[src/rtl/fetch_ctrl.sv]
`default_nettype none
// ---- fetch_ctrl : IF-stage stall/flush/redirect control with halt drain and perf counters ----
// ---- Revision 1.0 ----
module fetch_ctrl #(
    parameter int PC_W       = 16,
    parameter int HALT_DRAIN = 3
) (
    input  logic            clk,
    input  logic            rst,
    input  logic            hlt,
    input  logic            load_use,
    input  logic            dmem_busy,
    input  logic            Call,
    input  logic            Branch,
    input  logic            Ret,
    input  logic [PC_W-1:0] PCcall,
    input  logic [PC_W-1:0] PCbranch,
    input  logic [PC_W-1:0] PCret,
    output logic            stall_IF,
    output logic            stall_ID,
    output logic            stall_all,
    output logic            flush_IF_ID,
    output logic            flush_ID_EX,
    output logic            flush_EX_MEM,
    output logic            redir_valid,
    output logic [PC_W-1:0] redir_pc,
    output logic            halted,
    output logic [15:0]     redir_cnt,
    output logic [15:0]     wait_cnt
);

    typedef enum logic [1:0] {
        RUN    = 2'd0,
        DRAIN  = 2'd1,
        HALTED = 2'd2
    } state_t;

    localparam logic [2:0]  DRAIN_INIT = 3'(HALT_DRAIN);
    localparam logic [15:0] CNT_MAX    = 16'hFFFF;

    state_t      state_q, state_d;
    logic [2:0]  drain_q, drain_d;
    logic [15:0] redir_cnt_q, redir_cnt_d;
    logic [15:0] wait_cnt_q, wait_cnt_d;
    logic        any_redir;

    always_ff @(posedge clk or negedge rst) begin
        if (!rst) begin
            state_q     <= RUN;
            drain_q     <= 3'd0;
            redir_cnt_q <= 16'd0;
            wait_cnt_q  <= 16'd0;
        end else begin
            state_q     <= state_d;
            drain_q     <= drain_d;
            redir_cnt_q <= redir_cnt_d;
            wait_cnt_q  <= wait_cnt_d;
        end
    end

    always_comb begin
        state_d      = state_q;
        drain_d      = drain_q;
        redir_cnt_d  = redir_cnt_q;
        wait_cnt_d   = wait_cnt_q;
        stall_IF     = 1'b0;
        stall_ID     = 1'b0;
        stall_all    = dmem_busy;
        flush_IF_ID  = 1'b0;
        flush_ID_EX  = 1'b0;
        flush_EX_MEM = 1'b0;
        redir_valid  = 1'b0;
        redir_pc     = '0;
        halted       = (state_q == HALTED);
        any_redir    = (Ret | Call | Branch) && (state_q != HALTED);

        if (!dmem_busy) begin
            if (any_redir) begin
                // Older control flow wins over anything younger, including a pending halt
                redir_valid = 1'b1;
                flush_IF_ID = 1'b1;
                flush_ID_EX = 1'b1;
                if (Ret) begin
                    redir_pc     = PCret;
                    flush_EX_MEM = 1'b1;
                end else if (Call) begin
                    redir_pc = PCcall;
                end else begin
                    redir_pc = PCbranch;
                end
                state_d = RUN;
                drain_d = 3'd0;
            end else begin
                case (state_q)
                    RUN: begin
                        if (load_use) begin
                            stall_IF    = 1'b1;
                            stall_ID    = 1'b1;
                            flush_ID_EX = 1'b1;
                        end else if (hlt) begin
                            stall_IF    = 1'b1;
                            flush_IF_ID = 1'b1;
                            drain_d     = DRAIN_INIT;
                            state_d     = DRAIN;
                        end
                    end
                    DRAIN: begin
                        stall_IF    = 1'b1;
                        flush_IF_ID = 1'b1;
                        drain_d     = drain_q - 3'd1;
                        if (drain_q == 3'd1) begin
                            state_d = HALTED;
                        end
                    end
                    HALTED: begin
                        stall_IF    = 1'b1;
                        flush_IF_ID = 1'b1;
                    end
                    default: begin
                        state_d = RUN;
                        drain_d = 3'd0;
                    end
                endcase
            end

            if (redir_valid && (redir_cnt_q != CNT_MAX)) begin
                redir_cnt_d = redir_cnt_q + 16'd1;
            end
        end else if ((state_q != HALTED) && (wait_cnt_q != CNT_MAX)) begin
            wait_cnt_d = wait_cnt_q + 16'd1;
        end
    end

    assign redir_cnt = redir_cnt_q;
    assign wait_cnt  = wait_cnt_q;

endmodule
`default_nettype wire

[config.mk]
export PLATFORM = sky130hd
export DESIGN_NAME = fetch_ctrl
export DESIGN_NICKNAME = d
export VERILOG_FILES = /design/src/rtl/fetch_ctrl.sv
export SDC_FILE = /design/constraint.sdc
export NUM_CORES = 1
export LEC_CHECK = 0
export ABC_CLOCK_PERIOD_IN_PS = 2200
export CORE_ASPECT_RATIO = 1.75
export CORE_MARGIN = 5
export CORE_UTILIZATION = 42
export DETAILED_ROUTE_END_ITERATION = 8
export GPL_TIMING_DRIVEN = 0
export PLACE_DENSITY = 0.81
export REMOVE_ABC_BUFFERS = 1
export SYNTH_ARGS = -nofsm -noshare
export SYNTH_HDL_FRONTEND = slang
export SYNTH_SLANG_ARGS = --single-unit
export TNS_END_PERCENT = 50
[constraint.sdc]
create_clock -name clk -period 2.2 [get_ports clk]
set_input_delay 0.22 -clock clk [delete_from_list [all_inputs] [get_ports clk]]
set_output_delay 0.22 -clock clk [all_outputs]
set_load 0.01 [all_outputs]
==> metrics <==
status=finished, final reports clean; worst relative slew slack=46.6%; combinational share of power=41.6%; routed len/inst=14.8 um; Sw Pwr=910 uW; synthesis-to-layout area growth=54.3%; die area=7590 sq um; htree depth=2; Worst Tran Pin Value=0.801 ns; initial antenna violation count=0; Reg2Reg Launch Point=state_q[0]; Final min period=2.08 ns; number of remaining DRC errors=0; dominant cell type by area after synthesis=dfrtp_1; Worst Skew=0.00454 ns; RSZ-0062 raised after global routing=no; worst reg-to-reg setup slack=0.19 ns; Final #Nets=451; first-pass GRT wire length=11200 um; Post-synth EDFFs=0; post-route ant nets=0; cell area after layout=3820 sq um; clock share of power=16.5%; CTS Buf Count=5; switch share=35.3%; die outline height=112 um; DR pass1 iterations=4; register area share after synthesis=37.4%; most frequent cells in the layout=clkdlybuf4s50_1 (87), nor2_1 (41), dfrtp_1 (36); worst min-delay path class=primary input to asynchronous set/reset pin; fillers=492; maximum VDD drop=0.305 mV; Yosys reg bits=37; DR vias=2461; Top Ports=112; Cell Area, Placed=3620 sq um; largest net degree at the start of global routing=38; final worst slack=0.122 ns; Synth Cell Area=2470 sq um; clock slew at reported path FFs=0.06 ns; Post-Route WL=6850 um; clock tree buffer depth=2; Mean Syn Cell Area=8.93 sq um; worst-case reg-to-reg path depth=6; Setup CP Type=register to output pin; top post-synthesis cells by area=dfrtp_1 (37%), xor2_1 (7.4%), nor2_1 (6.5%); Max stage delay on crit path=0.57 ns; total of max-cap violations=0; Seq. cell area=927 sq um; cell count after synthesis=277; CTS tree=done; synth warn=0; critical path data arrival time=1.86 ns; largest family of logic cells by synthesized area=simple AND/OR/NAND/NOR gates; post-DP HPWL=5200 um; core region area=5830 sq um; post-synthesis mux area share=7.84%; Site Rows=37; maximum net fanout on the critical path=7; Setup Viol. Count Final=0; Final Max Slew Viols=0; Final Hold Fails=0; post-synthesis adder-cell area fraction=4.55%; xor/xnor share of the synthesized area=8.85%; Simple-Gate Fraction of Synth Area=23.9%; Cell Pwr Density=675 nW/um^2; Port Buf Inserts=111; sequential power share=41.9%; Placement Setup Slack=-1.37 ns; die width=68.0 um; critical path's slowest cell=clkdlybuf4s50_1; most common flop cell mapped by yosys=dfrtp_1; vias in the first global route=2551; CP Launch Type=register; compound-gate portion of the synthesized area=12.6%; total track usage=19.0%; CTS root buffer=clkbuf_8; async set or reset register ratio after synthesis=100%; CP required=1.98 ns; Leak Pwr=0.00183 uW; Cell variety after synth=50; Tcrit/Tclk final=94.5%; Fmax=481 MHz; 1st-iter DRT viols=133; Initial Util=42.4%; Pint=1670 uW; Via-to-Cell Ratio=5.32; Multi-input gate area=1510 sq um; Inserted Diodes=0; clk sinks=37; cts hold-fix bufs=0; Skew-Pair Late Insertion Delay=0.28 ns; fraction of layout cells with a size suffix above 1=9.87%; commonest non-fill, non-tap cell in the layout=clkdlybuf4s50_1; GR Overflow Total=0; Reg-to-Reg End=wait_cnt[13]; gp weighted congestion=0.844; Critical Path, Cell by Cell=inv_1 -> ha_4 -> nand2_1 -> a21oi_1 -> clkdlybuf4s50_1; CP endpoint kind=output pin; Yosys top cell area share=37.4%
## cells by family after synthesis
| kind of cell | count (synthesis) |
|---|---|
| multiplexers | 19 |
| XOR/XNOR | 25 |
| flip-flops | 37 |
| AO/OA/AOI/OAI | 46 |
| buffers and inverters | 27 |
| AND/OR/NAND/NOR | 114 |
| adder cells (fa/ha/maj) | 9 |
## cells in the mapped netlist (2+ instances only)
master / n
nor2_1: 43
dfrtp_1: 37
a21oi_1: 23
xor2_1: 21
mux2i_1: 16
nand2_1: 15
inv_1: 13
nor3_1: 11
nand3_1: 10
ha_1: 9
buf_2: 7
nand4_1: 6
clkbuf_1: 5
nor4_1: 5
a211oi_1: 4
o31ai_1: 4
xnor2_1: 4
mux2_2: 3
nand2b_1: 3
a22o_1: 2
a31oi_1: 2
and4_1: 2
nor3b_1: 2
o21ai_0: 2
o31a_1: 2
or3_1: 2
## power groups by stage
stage	clock network [uW]	registers, uW	logic [uW]
floorplan	0	1120	403
global placement	0	1080	1040
detailed placement	0	1090	1070
CTS	438	1080	1080
global route	469	1110	1180
finish	426	1080	1070
## worst max path at each step
stage                 start            to  slack [ns]  cells past startpoint
6_report         state_q[1]   flush_ID_EX        0.12                      5
5_1_grt                 Ret   flush_ID_EX        0.02                      5
4_1_cts          state_q[1]  flush_EX_MEM        0.01                      5
3_5_place_dp            Ret   redir_pc[1]       -1.37                      5
3_3_place_gp            Ret   redir_pc[1]       -1.42                      5
2_1_floorplan  redir_cnt[0]  redir_cnt[1]       -0.09                      5
## layout make-up
class | instances | share of cell area (%)
clock buffers | 5 | 1.80
clock inverters | 1 | 0.131
inverters | 13 | 1.28
multi-input cells | 214 | 39.6
flip-flops and latches | 37 | 24.3
well taps | 78 | 2.55
repair buffers | 115 | 30.4
## per-stage QoR
| step | total power (uW) | hold slack, ns | utilization (%) | setup TNS, ns | std cells |
|---|---|---|---|---|---|
| 6_report | 2580 | 0.0264 | 65.5 | 0 | 463 |
| 5_1_grt | 2760 | 0.0998 | 65.5 | 0 | 463 |
| 4_1_cts | 2600 | 0.0530 | 64.4 | 0 | 463 |
| 3_5_place_dp | 2160 | 0.356 | 62.1 | -39.66 | 453 |
| 3_3_place_gp | 2130 | 0.464 | 61.9 | -41.70 | 452 |
| 2_1_floorplan | 1520 | -0.0756 | - | -0.0913 | 263 |
## registers in the layout, summed over array words and instances, names as in the netlist
register and count:
drain_q 3, redir_cnt 16, state_q 2, wait_cnt 16
## critical path, delay by kind of cell, from the launching register on
family	cells	cell delay [ns]
and+or+nand+nor	1	0.08
buffers and inverters	2	0.71
AOI/OAI and AO/OA	1	0.16
DFF	1	0.44
adders and majority gates	1	0.19
## repair_timing
| item | CTS | global route |
|---|---|---|
| gates resized for setup | 25 | 22 |
| setup endpoints to repair | 40 | 21 |
| gates cloned | 1 | 0 |
| buffers inserted | 3 | 0 |
| pin swaps | 1 | 1 |
## metal layers
layer	global-route usage, %	vias to the layer above	routed length, um
li1	-	1185	-
met2	34.2	110	3640
met3	7.67	14	767
met1	17.9	1152	2250
met4	8.10	0	186
met5	0	-	0
Note: power is estimated with default switching activity, not from simulation.
